<file path="src/rtl/seq_gen_pkg.sv">
// -----------------------------------------------------------------------------
// seq_gen_pkg
// Shared definitions for the serial sequence generator:
//   - state_e   : FSM state encoding (IDLE / SHIFT / PARITY / GAP)
//   - STATE_W   : width of the state encoding
//   - DEF_*     : default values for the generator parameters
// Optional feature macro used by the generator: SERIAL_SEQ_GEN_PARITY_EN
// -----------------------------------------------------------------------------
package seq_gen_pkg;

  localparam int STATE_W = 2;

  typedef enum logic [STATE_W-1:0] {
    IDLE   = 2'd0,
    SHIFT  = 2'd1,
    PARITY = 2'd2,
    GAP    = 2'd3
  } state_e;

  localparam int DEF_WIDTH      = 8;
  localparam int DEF_GAP_CYCLES = 2;
  localparam int DEF_REP_W      = 4;

endpackage

</file>
<file path="src/rtl/serial_seq_gen_piso_shift_reg.sv">
// -----------------------------------------------------------------------------
// piso_shift_reg
// Parallel-in / serial-out shift register, shifting toward the MSB.
// Ports:
//   clk   in  clock, rising edge
//   rst   in  synchronous active-low reset (clears the register)
//   load  in  load d (has priority over shift)
//   shift in  shift left by one, zero fill
//   d     in  parallel load value
//   msb   out current most significant bit
// -----------------------------------------------------------------------------
module piso_shift_reg #(
  parameter int WIDTH = 8
) (
  input  logic             clk,
  input  logic             rst,
  input  logic             load,
  input  logic             shift,
  input  logic [WIDTH-1:0] d,
  output logic             msb
);

  logic [WIDTH-1:0] sr_q;

  always_ff @(posedge clk) begin
    if (!rst) begin
      sr_q <= '0;
    end else if (load) begin
      sr_q <= d;
    end else if (shift) begin
      sr_q <= {sr_q[WIDTH-2:0], 1'b0};
    end
  end

  assign msb = sr_q[WIDTH-1];

endmodule

</file>
<file path="src/rtl/serial_seq_gen.sv">
// -----------------------------------------------------------------------------
// serial_seq_gen
// Serial bit-pattern transmitter. A word accepted over a valid/ready handshake
// is sent MSB-first, one bit per clock, repeated rep_in times (0 means once)
// with GAP_CYCLES idle cycles between repeats.
//
// Handshake: a word is taken at a rising edge where data_valid and data_ready
// are both high; data_ready is only high in IDLE, so data_valid while busy is
// ignored and data_in/rep_in may change freely during a transmission.
//
// Ports:
//   clk        in   clock, rising edge
//   rst        in   synchronous active-low reset
//   data_in    in   word to transmit (WIDTH)
//   data_valid in   data_in/rep_in valid
//   data_ready out  block can accept a word
//   rep_in     in   number of transmissions (REP_W), 0 treated as 1
//   out        out  serial bit
//   out_valid  out  out carries a payload bit
//   busy       out  transmission in progress
//   done       out  one-cycle pulse in the first IDLE cycle after the last bit
//   dbg_state  out  current FSM state
// All outputs are registered.
//
// Optional feature: define SERIAL_SEQ_GEN_PARITY_EN to append an even-parity
// bit (with out_valid high) after each repetition.
// -----------------------------------------------------------------------------
module serial_seq_gen
  import seq_gen_pkg::*;
#(
  parameter int WIDTH      = DEF_WIDTH,
  parameter int GAP_CYCLES = DEF_GAP_CYCLES,
  parameter int REP_W      = DEF_REP_W
) (
  input  logic             clk,
  input  logic             rst,
  input  logic [WIDTH-1:0] data_in,
  input  logic             data_valid,
  output logic             data_ready,
  input  logic [REP_W-1:0] rep_in,
  output logic             out,
  output logic             out_valid,
  output logic             busy,
  output logic             done,
  output state_e           dbg_state
);

  localparam int BIT_W = $clog2(WIDTH);
  localparam int GAP_W = (GAP_CYCLES > 0) ? $clog2(GAP_CYCLES + 1) : 1;
  localparam logic [BIT_W-1:0] BIT_LAST = BIT_W'(WIDTH - 1);
  localparam logic [GAP_W-1:0] GAP_LAST = (GAP_CYCLES > 0) ? GAP_W'(GAP_CYCLES - 1) : '0;

  state_e             state_q, state_d;
  logic [BIT_W-1:0]   bit_cnt_q, bit_cnt_d;
  logic [GAP_W-1:0]   gap_cnt_q, gap_cnt_d;
  logic [REP_W-1:0]   rep_cnt_q, rep_cnt_d;
  logic [WIDTH-1:0]   hold_q, hold_d;
  logic               out_q, out_d;
  logic               out_valid_q, out_valid_d;
  logic               busy_q, busy_d;
  logic               done_q, done_d;
  logic               ready_q, ready_d;

  logic               sr_load, sr_shift, sr_msb;
  logic [WIDTH-1:0]   sr_d;
  logic               rep_end, reload;

  // The shift register is loaded one bit ahead (word << 1): the MSB goes
  // straight into out_q at the load edge, and sr_msb then already holds the
  // next bit to register.
  piso_shift_reg #(
    .WIDTH (WIDTH)
  ) u_piso (
    .clk   (clk),
    .rst   (rst),
    .load  (sr_load),
    .shift (sr_shift),
    .d     (sr_d),
    .msb   (sr_msb)
  );

  always_comb begin
    state_d     = state_q;
    bit_cnt_d   = bit_cnt_q;
    gap_cnt_d   = gap_cnt_q;
    rep_cnt_d   = rep_cnt_q;
    hold_d      = hold_q;
    out_d       = 1'b0;
    out_valid_d = 1'b0;
    busy_d      = 1'b1;
    done_d      = 1'b0;
    ready_d     = 1'b0;
    sr_load     = 1'b0;
    sr_shift    = 1'b0;
    sr_d        = {hold_q[WIDTH-2:0], 1'b0};
    rep_end     = 1'b0;
    reload      = 1'b0;

    unique case (state_q)
      IDLE: begin
        busy_d  = 1'b0;
        ready_d = 1'b1;
        if (data_valid && ready_q) begin
          state_d     = SHIFT;
          hold_d      = data_in;
          sr_load     = 1'b1;
          sr_d        = {data_in[WIDTH-2:0], 1'b0};
          rep_cnt_d   = (rep_in == '0) ? REP_W'(1) : rep_in;
          bit_cnt_d   = '0;
          out_d       = data_in[WIDTH-1];
          out_valid_d = 1'b1;
          busy_d      = 1'b1;
          ready_d     = 1'b0;
        end
      end
      SHIFT: begin
        // bit_cnt_q is the index (from the MSB) of the bit currently on out.
        if (bit_cnt_q != BIT_LAST) begin
          bit_cnt_d   = bit_cnt_q + BIT_W'(1);
          out_d       = sr_msb;
          out_valid_d = 1'b1;
          sr_shift    = 1'b1;
        end else begin
`ifdef SERIAL_SEQ_GEN_PARITY_EN
          state_d     = PARITY;
          out_d       = ^hold_q;
          out_valid_d = 1'b1;
`else
          rep_end     = 1'b1;
`endif
        end
      end
`ifdef SERIAL_SEQ_GEN_PARITY_EN
      PARITY: begin
        rep_end = 1'b1;
      end
`endif
      GAP: begin
        if (gap_cnt_q == GAP_LAST) begin
          reload = 1'b1;
        end else begin
          gap_cnt_d = gap_cnt_q + GAP_W'(1);
        end
      end
      default: begin
        state_d = IDLE;
      end
    endcase

    // End of one repetition: either finish, pause, or restart immediately.
    if (rep_end) begin
      rep_cnt_d = rep_cnt_q - REP_W'(1);
      if (rep_cnt_q == REP_W'(1)) begin
        state_d = IDLE;
        busy_d  = 1'b0;
        done_d  = 1'b1;
        ready_d = 1'b1;
      end else if (GAP_CYCLES > 0) begin
        state_d   = GAP;
        gap_cnt_d = '0;
      end else begin
        reload = 1'b1;
      end
    end

    // Restart the word from the hold copy with no bubble.
    if (reload) begin
      state_d     = SHIFT;
      sr_load     = 1'b1;
      bit_cnt_d   = '0;
      out_d       = hold_q[WIDTH-1];
      out_valid_d = 1'b1;
    end
  end

  always_ff @(posedge clk) begin
    if (!rst) begin
      state_q     <= IDLE;
      bit_cnt_q   <= '0;
      gap_cnt_q   <= '0;
      rep_cnt_q   <= '0;
      hold_q      <= '0;
      out_q       <= 1'b0;
      out_valid_q <= 1'b0;
      busy_q      <= 1'b0;
      done_q      <= 1'b0;
      ready_q     <= 1'b0;
    end else begin
      state_q     <= state_d;
      bit_cnt_q   <= bit_cnt_d;
      gap_cnt_q   <= gap_cnt_d;
      rep_cnt_q   <= rep_cnt_d;
      hold_q      <= hold_d;
      out_q       <= out_d;
      out_valid_q <= out_valid_d;
      busy_q      <= busy_d;
      done_q      <= done_d;
      ready_q     <= ready_d;
    end
  end

  assign data_ready = ready_q;
  assign out        = out_q;
  assign out_valid  = out_valid_q;
  assign busy       = busy_q;
  assign done       = done_q;
  assign dbg_state  = state_q;

endmodule

</file>
<file path="config.mk">
export PLATFORM = sky130hd
export DESIGN_NAME = serial_seq_gen
export DESIGN_NICKNAME = d
export VERILOG_FILES = /design/src/rtl/seq_gen_pkg.sv /design/src/rtl/serial_seq_gen_piso_shift_reg.sv /design/src/rtl/serial_seq_gen.sv
export SDC_FILE = /design/constraint.sdc
export NUM_CORES = 1
export LEC_CHECK = 0
export BUFFER_PORTS_ARGS = -buffer_cell sky130_fd_sc_hd__buf_2
export CAP_MARGIN = 20
export CORE_ASPECT_RATIO = 1.25
export CORE_MARGIN = 3
export CORE_UTILIZATION = 55
export DETAILED_ROUTE_END_ITERATION = 8
export GPL_ROUTABILITY_DRIVEN = 0
export GPL_TIMING_DRIVEN = 0
export PLACE_DENSITY = 0.82
export SYNTH_ARGS = -nofsm -noshare
export SYNTH_HDL_FRONTEND = slang
export SYNTH_SLANG_ARGS = --single-unit
</file>
<file path="constraint.sdc">
create_clock -name clk -period 2.47 [get_ports clk]
set_clock_uncertainty 0.05 [all_clocks]
set_input_delay 0.1235 -clock clk [delete_from_list [all_inputs] [get_ports clk]]
set_output_delay 0.1235 -clock clk [all_outputs]
set_load 0.02 [all_outputs]
</file>
==> results.yml, run 1 <==
setup_path:
  setup.worst_path.start: "bit_cnt_q[0]"
  crit_path_start_kind: "flip-flop"
  critPathCapture: "u_piso.sr_q[7]"
  path_class: "reg -> reg"
  cp.required_ps: 2640
  reg2reg_slack_ps: 690
  cpMaxStageDelayCell: "sky130_fd_sc_hd__or3b_1"
  crit_chain: "ha_1, ha_1, or3b_1, buf_2, o221ai_1, a21oi_1"
  critPathArrivalTime_ps: 1950
  slowest_delay_ps: 360
  critical-path-top-cell-by-count: "sky130_fd_sc_hd__ha_1"
  regToRegEndpoint: "u_piso.sr_q[7]"
  critical_path_peak_fanout: 10
  worstSetupEndpointType: "flip-flop"
  worstReg2RegStart: "bit_cnt_q[0]"
  r2r.worst_path.cells: 6
placed_design:
  io_buffer_count: 21
  dp.cells: 205
  post_dp_cell_area_mm2: 0.00153
  hpwl_um: 2220
logic_synthesis:
  syn_avg_cell_area_um2: 9.08
  synth.lib_cells_used.distinct: 46
  seq_area_frac_synth: 0.447
  synth_top_area_share: 0.447
  synth-compound-area-share: 0.187
  ys_dominant_reg_cell: "sky130_fd_sc_hd__dfxtp_1"
  dominant_combinational_cell_family_by_area_after_synthesis: "simple AND/OR/NAND/NOR gates"
  mux_share_of_post_synthesis_cell_area: 0.0144
  postSynth.asyncResetShare: 0
  yosys.area.top_type: "sky130_fd_sc_hd__dfxtp_1"
  ys.warnings.count: 0
  synthesis.area_mm2: 0.00139
  synth_simple_gate_area_frac: 0.259
  yosys-top-cells-area: "sky130_fd_sc_hd__dfxtp_1 45%, sky130_fd_sc_hd__nand2_1 7.6%, sky130_fd_sc_hd__a21oi_1 4.3%"
  flip_flop_and_latch_count_after_synthesis: 31
  syn-num-nets: 172
  number_of_enable_type_register_cells_in_the_synthesized_netlist: 0
  synth_xor_area_frac: 0
  syn_inst: 153
  synth-adder-area-share: 0.0360
sta:
  fin_hold_ws_ps: 4.18
  setup_repair_after_global_routing_missed_its_margin: "no"
  final_max_slew_viol_count: 0
  fin_setup_tns_ps: 0
  achievable-frequency_ghz: 0.563
  final.min_clock_period_ps: 1780
  report.final.hold_viol_count: 0
  layout_worst_path_cycle_share: 0.719
  timing_worst_slew_pin_value_ps: 559
  slew_headroom: 0.626
  finalSetupViolCount: 0
cts:
  htree_levels: 2
  numCtsBuffers: 5
  clock_sink_count: 31
  maximum_root_to_sink_buffer_count: 2
  cts_tree: "done"
  reg_clk_slew_reported_paths_ps: 90
  cts_resized: 0
  ctsRootBufferMaster: "sky130_fd_sc_hd__clkbuf_4"
  insertion_delay_ps: 340
die:
  die_h_um: 62.2
  floorplan.io_pins: 22
  die-area_mm2: 0.00317
  floorplan.initialDensity: 0.602
  num_rows: 19
  design.core.area_mm2: 0.00231
  die-width_um: 50.9
finish:
  layout-area-overhead-vs-synth_pct: 16.8
  fin_cells: 217
  finalNetCount: 204
  design_area_final_mm2: 0.00162
  layout.core_utilization: 0.704
  antenna_cells: 0
  drive_above_1_share: 0.204
route:
  drc: 0
  wl_per_cell_um: 14.7
  first_pass_iters: 4
  viasPerCell: 5.85
  drt_wl_total_um: 3190
  postRouteAntennaNets: 0
  num_vias: 1270
  detailedRoute.firstIterationViolations: 46
power_and_ir_drop:
  vdd.ir_drop.worst_v: 0.000441
  cellPowerDensity_mw_per_mm2: 582
  p_leak_nw: 0.672
grt:
  antenna_found_initial: 0
  gr-total-overflow: 0
  grt_first_pass_wirelength_um: 5530
  first_global_vias: 1276
  track_usage: 0.228
  grt_start_max_net_pins: 11
flow_run:
  drv_cap: 0
worst_hold_path:
  instance_count_along_the_most_critical_hold_path: 3
  worstHoldPathType: "in -> reg"
outcome:
  run_status: "finished clean"
[cell usage after synthesis (all sizes together), types with 2 or more instances]
| cell type | number |
|---|---|
| a22oi | 2 |
| o41ai | 2 |
| ha | 4 |
| dfxtp | 31 |
| and3 | 2 |
| a211o | 2 |
| a21oi | 12 |
| inv | 3 |
| nand2 | 28 |
| mux2i | 2 |
| nor2 | 6 |
| a31oi | 5 |
| a41oi | 3 |
| and4bb | 3 |
| nor3b | 2 |
| nand3 | 5 |
| buf | 7 |
| nand4 | 4 |
| clkbuf | 4 |
| o21ai | 2 |
| a2bb2oi | 2 |
| nor4 | 2 |
| nor3 | 2 |
[flip-flops by register name, summed over array words and instances (netlist names)]
register,flops
dbg_state,2
busy,1
u_piso.sr_q,7
rep_cnt_q,4
done,1
out,1
data_ready,1
bit_cnt_q,3
out_valid,1
hold_q,8
gap_cnt_q,2
[how the worst min path moves through the flow]
stage               startpoint        end  slack [ps]
finish              data_in[3]  hold_q[3]           4
global placement    data_in[7]  hold_q[7]         330
CTS                 data_in[0]  hold_q[0]        0.07
detailed placement  data_in[7]  hold_q[7]         330
floorplan           data_in[7]  hold_q[7]         210
global route        data_in[6]  hold_q[6]          20
[where the power goes]
part           internal, mW  total (mW)  switching (mW)
Combinational        0.0552       0.127          0.0719
Clock                 0.111       0.279           0.168
Sequential            0.523       0.538          0.0149
[worst max-delay path, delay by kind of cell, from the launching register on]
family | cells | cell delay [ps]
compound gates | 2 | 270
buf+inv | 1 | 190
fa+ha+maj | 2 | 460
flops | 1 | 330
simple gates | 1 | 360
[metal layers]
metal | global-route usage | vias to the layer above | share of wire
li1 | - | 629 | -
met1 | 0.271 | 596 | 0.41
met2 | 0.368 | 38 | 0.51
met3 | 0.0526 | 7 | 0.058
met4 | 0.131 | 0 | 0.022
met5 | 0 | - | 0
[layout make-up]
class / instances / area, um2
Tap cell: 31 / 38.8
Buffer: 11 / 63.8
Inverter: 4 / 15.0
Clock buffer: 7 / 45.0
Fill cell: 202 / 683
Sequential cell: 31 / 621
Timing Repair Buffer: 25 / 145
Clock inverter: 1 / 5.00
Multi-Input combinational cell: 107 / 689
[cell families (layout without fill, tap and decap cells)]
| kind of cell | Yosys count | count (layout) |
|---|---|---|
| fa+ha+maj | 4 | 4 |
| buf+inv | 15 | 48 |
| simple gates | 63 | 63 |
| compound gates | 38 | 38 |
| flops | 31 | 31 |
| mux | 2 | 2 |
[cell usage in the layout, fill, tap and decap left out, types with 5 or more instances in the layout]
cell type                   n
sky130_fd_sc_hd__a21oi_1   12
sky130_fd_sc_hd__a31oi_1    5
sky130_fd_sc_hd__buf_2     24
sky130_fd_sc_hd__clkbuf_1   6
sky130_fd_sc_hd__clkbuf_4   5
sky130_fd_sc_hd__dfxtp_1   31
sky130_fd_sc_hd__nand2_1   28
sky130_fd_sc_hd__nand3_1    5
sky130_fd_sc_hd__nor2_1     6
[metrics by stage]
stage	total power, mW	worst slack, ps
final	0.944	694
after floorplan	0.629	827
after CTS	0.947	689
after detailed placement	0.671	700
after global routing	0.987	578
after global placement	0.665	746
[timing repair]
action                                 4_1_cts  5_1_grt
buffers inserted                             0        0
hold buffers                                 4        0
endpoints found under the hold margin        4        0
(Power assumes the default switching activity.)
==> run 2: changes to the inputs <==
CORE_UTILIZATION = 54   (was 55)
PLACE_DENSITY = 0.81   (was 0.82)
clock period = 1.7 ns   (was 2.47 ns; I/O delays follow)
==> results.yml, run 2 (synthesis gave the netlist of run 1 again) <==
outcome:
  run_status: "finished clean"
finish:
  fillers: 182
  most-common-layout-cells: "30 x sky130_fd_sc_hd__dfxtp_1, 28 x sky130_fd_sc_hd__nand2_1, 24 x sky130_fd_sc_hd__buf_2, 12 x sky130_fd_sc_hd__a21oi_1, 10 x sky130_fd_sc_hd__dlygate4sd3_1"
  fin_cells: 227
  register_area_um2: 622
  drive_above_1_share: 0.255
  largest_reg_flops: 8
  registers.top_by_ff_count: "hold_q"
  layout-area-overhead-vs-synth_pct: 27.7
  multi_input_area_um2: 726
  finalNetCount: 214
  final_common_cell: "sky130_fd_sc_hd__dfxtp_1"
  antenna_cells: 0
  largest_registers: "hold_q: 8 flops, u_piso.sr_q: 7 flops, rep_cnt_q: 4 flops"
sta:
  fin_ws_ps: 59.5
  finalSetupViolCount: 0
  layout_worst_path_cycle_share: 0.965
  achievable-frequency_ghz: 0.610
  report.final.hold_viol_count: 0
  timing_worst_slew_pin_value_ps: 537
  fin_setup_tns_ps: 0
  slew_headroom: 0.642
  final.min_clock_period_ps: 1640
  final_max_slew_viol_count: 0
route:
  wl_per_cell_um: 15.5
  num_vias: 1301
  detailedRoute.firstIterationViolations: 44
  drc: 0
  viasPerCell: 5.73
  drt_wl_total_um: 3520
  first_pass_iters: 4
  postRouteAntennaNets: 0
flow_run:
  drv_cap: 0
setup_path:
  critPathArrivalTime_ps: 1810
  cp.required_ps: 1870
  worstSetupEndpointType: "flip-flop"
  crit_path_start_kind: "flip-flop"
  crit_chain: "ha_2, ha_4, or3b_4, buf_6, o221ai_2, a21oi_1"
  cpMaxStageDelayCell: "sky130_fd_sc_hd__or3b_4"
  path_class: "reg -> reg"
  slowest_delay_ps: 380
  critical_path_peak_fanout: 6
die:
  die-width_um: 51.4
  design.core.area_mm2: 0.00233
  die_h_um: 62.7
  floorplan.initialDensity: 0.596
  floorplan.io_pins: 22
  die-area_mm2: 0.00322
  num_rows: 19
placed_design:
  dp.cells: 205
  post-place-ws_ps: -48.5
  hpwl_um: 2180
  io_buffer_count: 21
grt:
  first_global_vias: 1262
  track_usage: 0.228
  antenna_found_initial: 0
  grt_first_pass_wirelength_um: 5580
  grt_start_max_net_pins: 11
  gr-total-overflow: 0
cts:
  numCtsBuffers: 5
  ctsRootBufferMaster: "sky130_fd_sc_hd__clkbuf_4"
  clock_sink_count: 31
  htree_levels: 2
  insertion_delay_ps: 340
  cts_tree: "done"
  reg_clk_slew_reported_paths_ps: 90
  maximum_root_to_sink_buffer_count: 2
power_and_ir_drop:
  cellPowerDensity_mw_per_mm2: 843
  vdd.ir_drop.worst_v: 0.000706
  p_leak_nw: 0.730
worst_hold_path:
  worstHoldPathType: "in -> reg"
==> run 2: changes by cell type in the layout (fill, tap and decap cells not counted), moves of 2 or more <==
cell and change:
sky130_fd_sc_hd__buf_4 +3, sky130_fd_sc_hd__clkbuf_8 +2, sky130_fd_sc_hd__dlygate4sd3_1 +6, sky130_fd_sc_hd__ha_1 -2
==> run 2: power by group <==
part           internal, mW  leakage [nW]  switching, mW
logic                 0.102         0.439          0.114
clock network         0.243        0.0386          0.250
registers             0.761         0.253         0.0240
==> run 2: worst max-delay path: cells and delay by family (launching register included) <==
kind	cells	cell delay, ps
AOI/OAI and AO/OA	2	240
buffers and inverters	1	140
DFF	1	340
adders and majority gates	2	370
and+or+nand+nor	1	380
==> run 2: metrics by stage <==
stage	power [mW]	area, um2	utilization	hold WS [ps]
2_1_floorplan	0.914	1390	-	171
3_3_place_gp	0.968	1530	0.658	290
3_5_place_dp	0.974	1530	0.658	306
4_1_cts	1.48	1710	0.733	4.46
5_1_grt	1.55	1770	0.761	29.2
6_report	1.49	1770	0.761	18.6
==> run 2: repair_timing <==
item,CTS,global route
buffers inserted,0,3
cloned,0,1
resized for setup,2,8
pin swaps,0,1
hold buffers,10,0
endpoints found under the hold margin,14,0
setup endpoints to repair,7,8
==> run 2: worst paths after layout <==
| path | from | end | slack (ps) | depth (start not counted) |
|---|---|---|---|---|
| setup / recovery | bit_cnt_q[0] | u_piso.sr_q[7] | 60 | 6 |
| setup reg to reg | bit_cnt_q[0] | u_piso.sr_q[7] | 60 | 6 |
| hold / removal | rep_in[0] | rep_cnt_q[0] | 20 | 3 |
| hold reg to reg | hold_q[7] | hold_q[7] | 420 | 2 |
==> run 2: per-layer routing <==
metal / track usage / wire length (um) / vias to the layer above
met3: 0.0859 / 276 / 10
met4: 0.0918 / 74 / 0
li1: - / - / 650
met2: 0.377 / 1770 / 56
met5: 0 / 0 / -
met1: 0.258 / 1400 / 585
==> run 2: final cells by class <==
| type | count | share of cell area |
|---|---|---|
| Multi-Input combinational cell | 107 | 0.409 |
| Sequential cell | 31 | 0.351 |
| Timing Repair Buffer | 35 | 0.131 |
| Buffer | 11 | 0.0395 |
| Clock buffer | 8 | 0.0388 |
| Tap cell | 31 | 0.0219 |
| Inverter | 4 | 0.00847 |
==> run 3: changes to the inputs <==
PLACE_DENSITY = 0.76   (was 0.81)
==> results.yml, run 3 (synthesis gave the netlist of run 1 again) <==
outcome:
  run_status: "finished clean"
finish:
  layout-area-overhead-vs-synth_pct: 25.2
  final_common_cell: "sky130_fd_sc_hd__dfxtp_1"
  finalNetCount: 212
  registers.top_by_ff_count: "hold_q"
  layout.core_utilization: 0.747
  largest_reg_flops: 8
  drive_above_1_share: 0.227
  fillers: 195
  multi_input_area_um2: 704
  most-common-layout-cells: "30 x sky130_fd_sc_hd__dfxtp_1, 28 x sky130_fd_sc_hd__nand2_1, 23 x sky130_fd_sc_hd__buf_2, 12 x sky130_fd_sc_hd__a21oi_1, 10 x sky130_fd_sc_hd__dlygate4sd3_1"
  register_area_um2: 622
  antenna_cells: 0
  largest_registers: "hold_q: 8 flops, u_piso.sr_q: 7 flops, rep_cnt_q: 4 flops"
route:
  route.met2.wl_um: 1650
  drt_wl_total_um: 3330
  met3RoutedLength_um: 140
  first_pass_iters: 4
  topRoutingLayerUsed: "met4"
  postRouteAntennaNets: 0
  wirelength_met1_um: 1470
  detailedRoute.firstIterationViolations: 38
  drc: 0
  wl_per_cell_um: 14.8
  viasPerCell: 5.76
  num_vias: 1296
sta:
  finalSetupViolCount: 0
  final.min_clock_period_ps: 1630
  setup_repair_after_global_routing_missed_its_margin: "no"
  timing_worst_slew_pin_value_ps: 545
  achievable-frequency_ghz: 0.612
  report.final.hold_viol_count: 0
  layout_worst_path_cycle_share: 0.961
  final_max_slew_viol_count: 0
  slew_headroom: 0.637
worst_hold_path:
  holdCritStartpoint: "rst"
  worstHoldPathType: "in -> reg"
  instance_count_along_the_most_critical_hold_path: 3
  worst_hold_path.endpoint: "hold_q[1]"
power_and_ir_drop:
  power_frac_clock: 0.332
  power.share.combinational: 0.138
  p_int_mw: 1.10
  cellPowerDensity_mw_per_mm2: 849
  netSwitchingFraction: 0.256
  vdd.ir_drop.worst_v: 0.000617
  power.total_mw: 1.48
  switching_power_mw: 0.378
  p_leak_nw: 0.714
  p_seq_frac: 0.530
cts:
  insertion_delay_ps: 340
  htree_levels: 2
  cts_tree: "done"
  clock_sink_count: 31
  reg_clk_slew_reported_paths_ps: 100
  ctsRootBufferMaster: "sky130_fd_sc_hd__clkbuf_4"
  maximum_root_to_sink_buffer_count: 2
  numCtsBuffers: 5
grt:
  antenna_found_initial: 0
  gr-total-overflow: 0
  first_global_vias: 1259
  grt_first_pass_wirelength_um: 5630
  grt_start_max_net_pins: 11
  track_usage: 0.232
die:
  num_rows: 19
  die-area_mm2: 0.00322
  design.core.area_mm2: 0.00233
  die_h_um: 62.7
  floorplan.initialDensity: 0.596
  floorplan.io_pins: 22
  die-width_um: 51.4
setup_path:
  r2r.worst_path.cells: 6
  crit_path_start_kind: "flip-flop"
  worstSetupEndpointType: "flip-flop"
  reg2reg_slack_ps: 70
  worstReg2RegStart: "bit_cnt_q[0]"
  regToRegEndpoint: "u_piso.sr_q[7]"
  setup.worst_path.start: "bit_cnt_q[0]"
  critical_path_peak_fanout: 10
  path_class: "reg -> reg"
  critPathArrivalTime_ps: 1810
  cp.required_ps: 1870
placed_design:
  hpwl_um: 2170
  io_buffer_count: 21
flow_run:
  drv_cap: 0
-- run 3: cell types whose count changed in the layout (fill, tap and decap cells not counted), sizes merged --
cell,delta
buf,-2
-- run 3: critical path: stages (launching register included) --
cell                       delay (ps)
sky130_fd_sc_hd__dfxtp_2          340
sky130_fd_sc_hd__ha_2             190
sky130_fd_sc_hd__ha_4             180
sky130_fd_sc_hd__or3b_1           360
sky130_fd_sc_hd__buf_6            150
sky130_fd_sc_hd__o221ai_1         170
sky130_fd_sc_hd__a21oi_1           90
-- run 3: power groups by stage --
stage	Combinational, mW	Sequential (mW)	Clock [mW]
after floorplan	0.110	0.804	0
after global placement	0.171	0.797	0
after detailed placement	0.176	0.798	0
after CTS	0.195	0.782	0.494
after global routing	0.225	0.787	0.535
final	0.204	0.783	0.490
-- run 3: how the worst max path moves through the flow --
| stage | to | cells past startpoint |
|---|---|---|
| 2_1_floorplan | u_piso.sr_q[7] | 6 |
| 3_3_place_gp | u_piso.sr_q[7] | 6 |
| 3_5_place_dp | u_piso.sr_q[7] | 6 |
| 4_1_cts | u_piso.sr_q[7] | 6 |
| 5_1_grt | u_piso.sr_q[7] | 6 |
| 6_report | u_piso.sr_q[7] | 6 |
-- run 3: area by class of cell --
| class | count | share of cell area |
|---|---|---|
| Sequential cell | 31 | 0.358 |
| Timing Repair Buffer | 33 | 0.127 |
| Multi-Input combinational cell | 107 | 0.405 |
| Inverter | 4 | 0.00863 |
| Tap cell | 31 | 0.0223 |
| Buffer | 11 | 0.0403 |
| Clock buffer | 8 | 0.0396 |
-- run 3: through the flow --
stage          worst slack [ps]  cell area, um2  hold slack [ps]  std cells  TNS [ps]
2_1_floorplan              56.7            1390              171        153         0
3_3_place_gp              -30.0            1530              289        205     -30.0
3_5_place_dp              -43.6            1530              300        205     -84.6
4_1_cts                    14.4            1710             10.9        223         0
5_1_grt                    9.56            1740             15.9        225         0
6_report                   66.9            1740             6.05        225         0
-- run 3: metal layers --
layer | track usage | up-vias
li1 | - | 651
met1 | 0.262 | 611
met2 | 0.387 | 25
met3 | 0.0764 | 9
met4 | 0.102 | 0
met5 | 0 | -
-- run 3: what timing repair did --
action,CTS,global route
hold endpoints to repair,14,0
buffers inserted,0,2
pin swaps,0,1
hold buffers,10,0
cloned,0,0
resized for setup,2,4
endpoints found under the setup margin,7,6
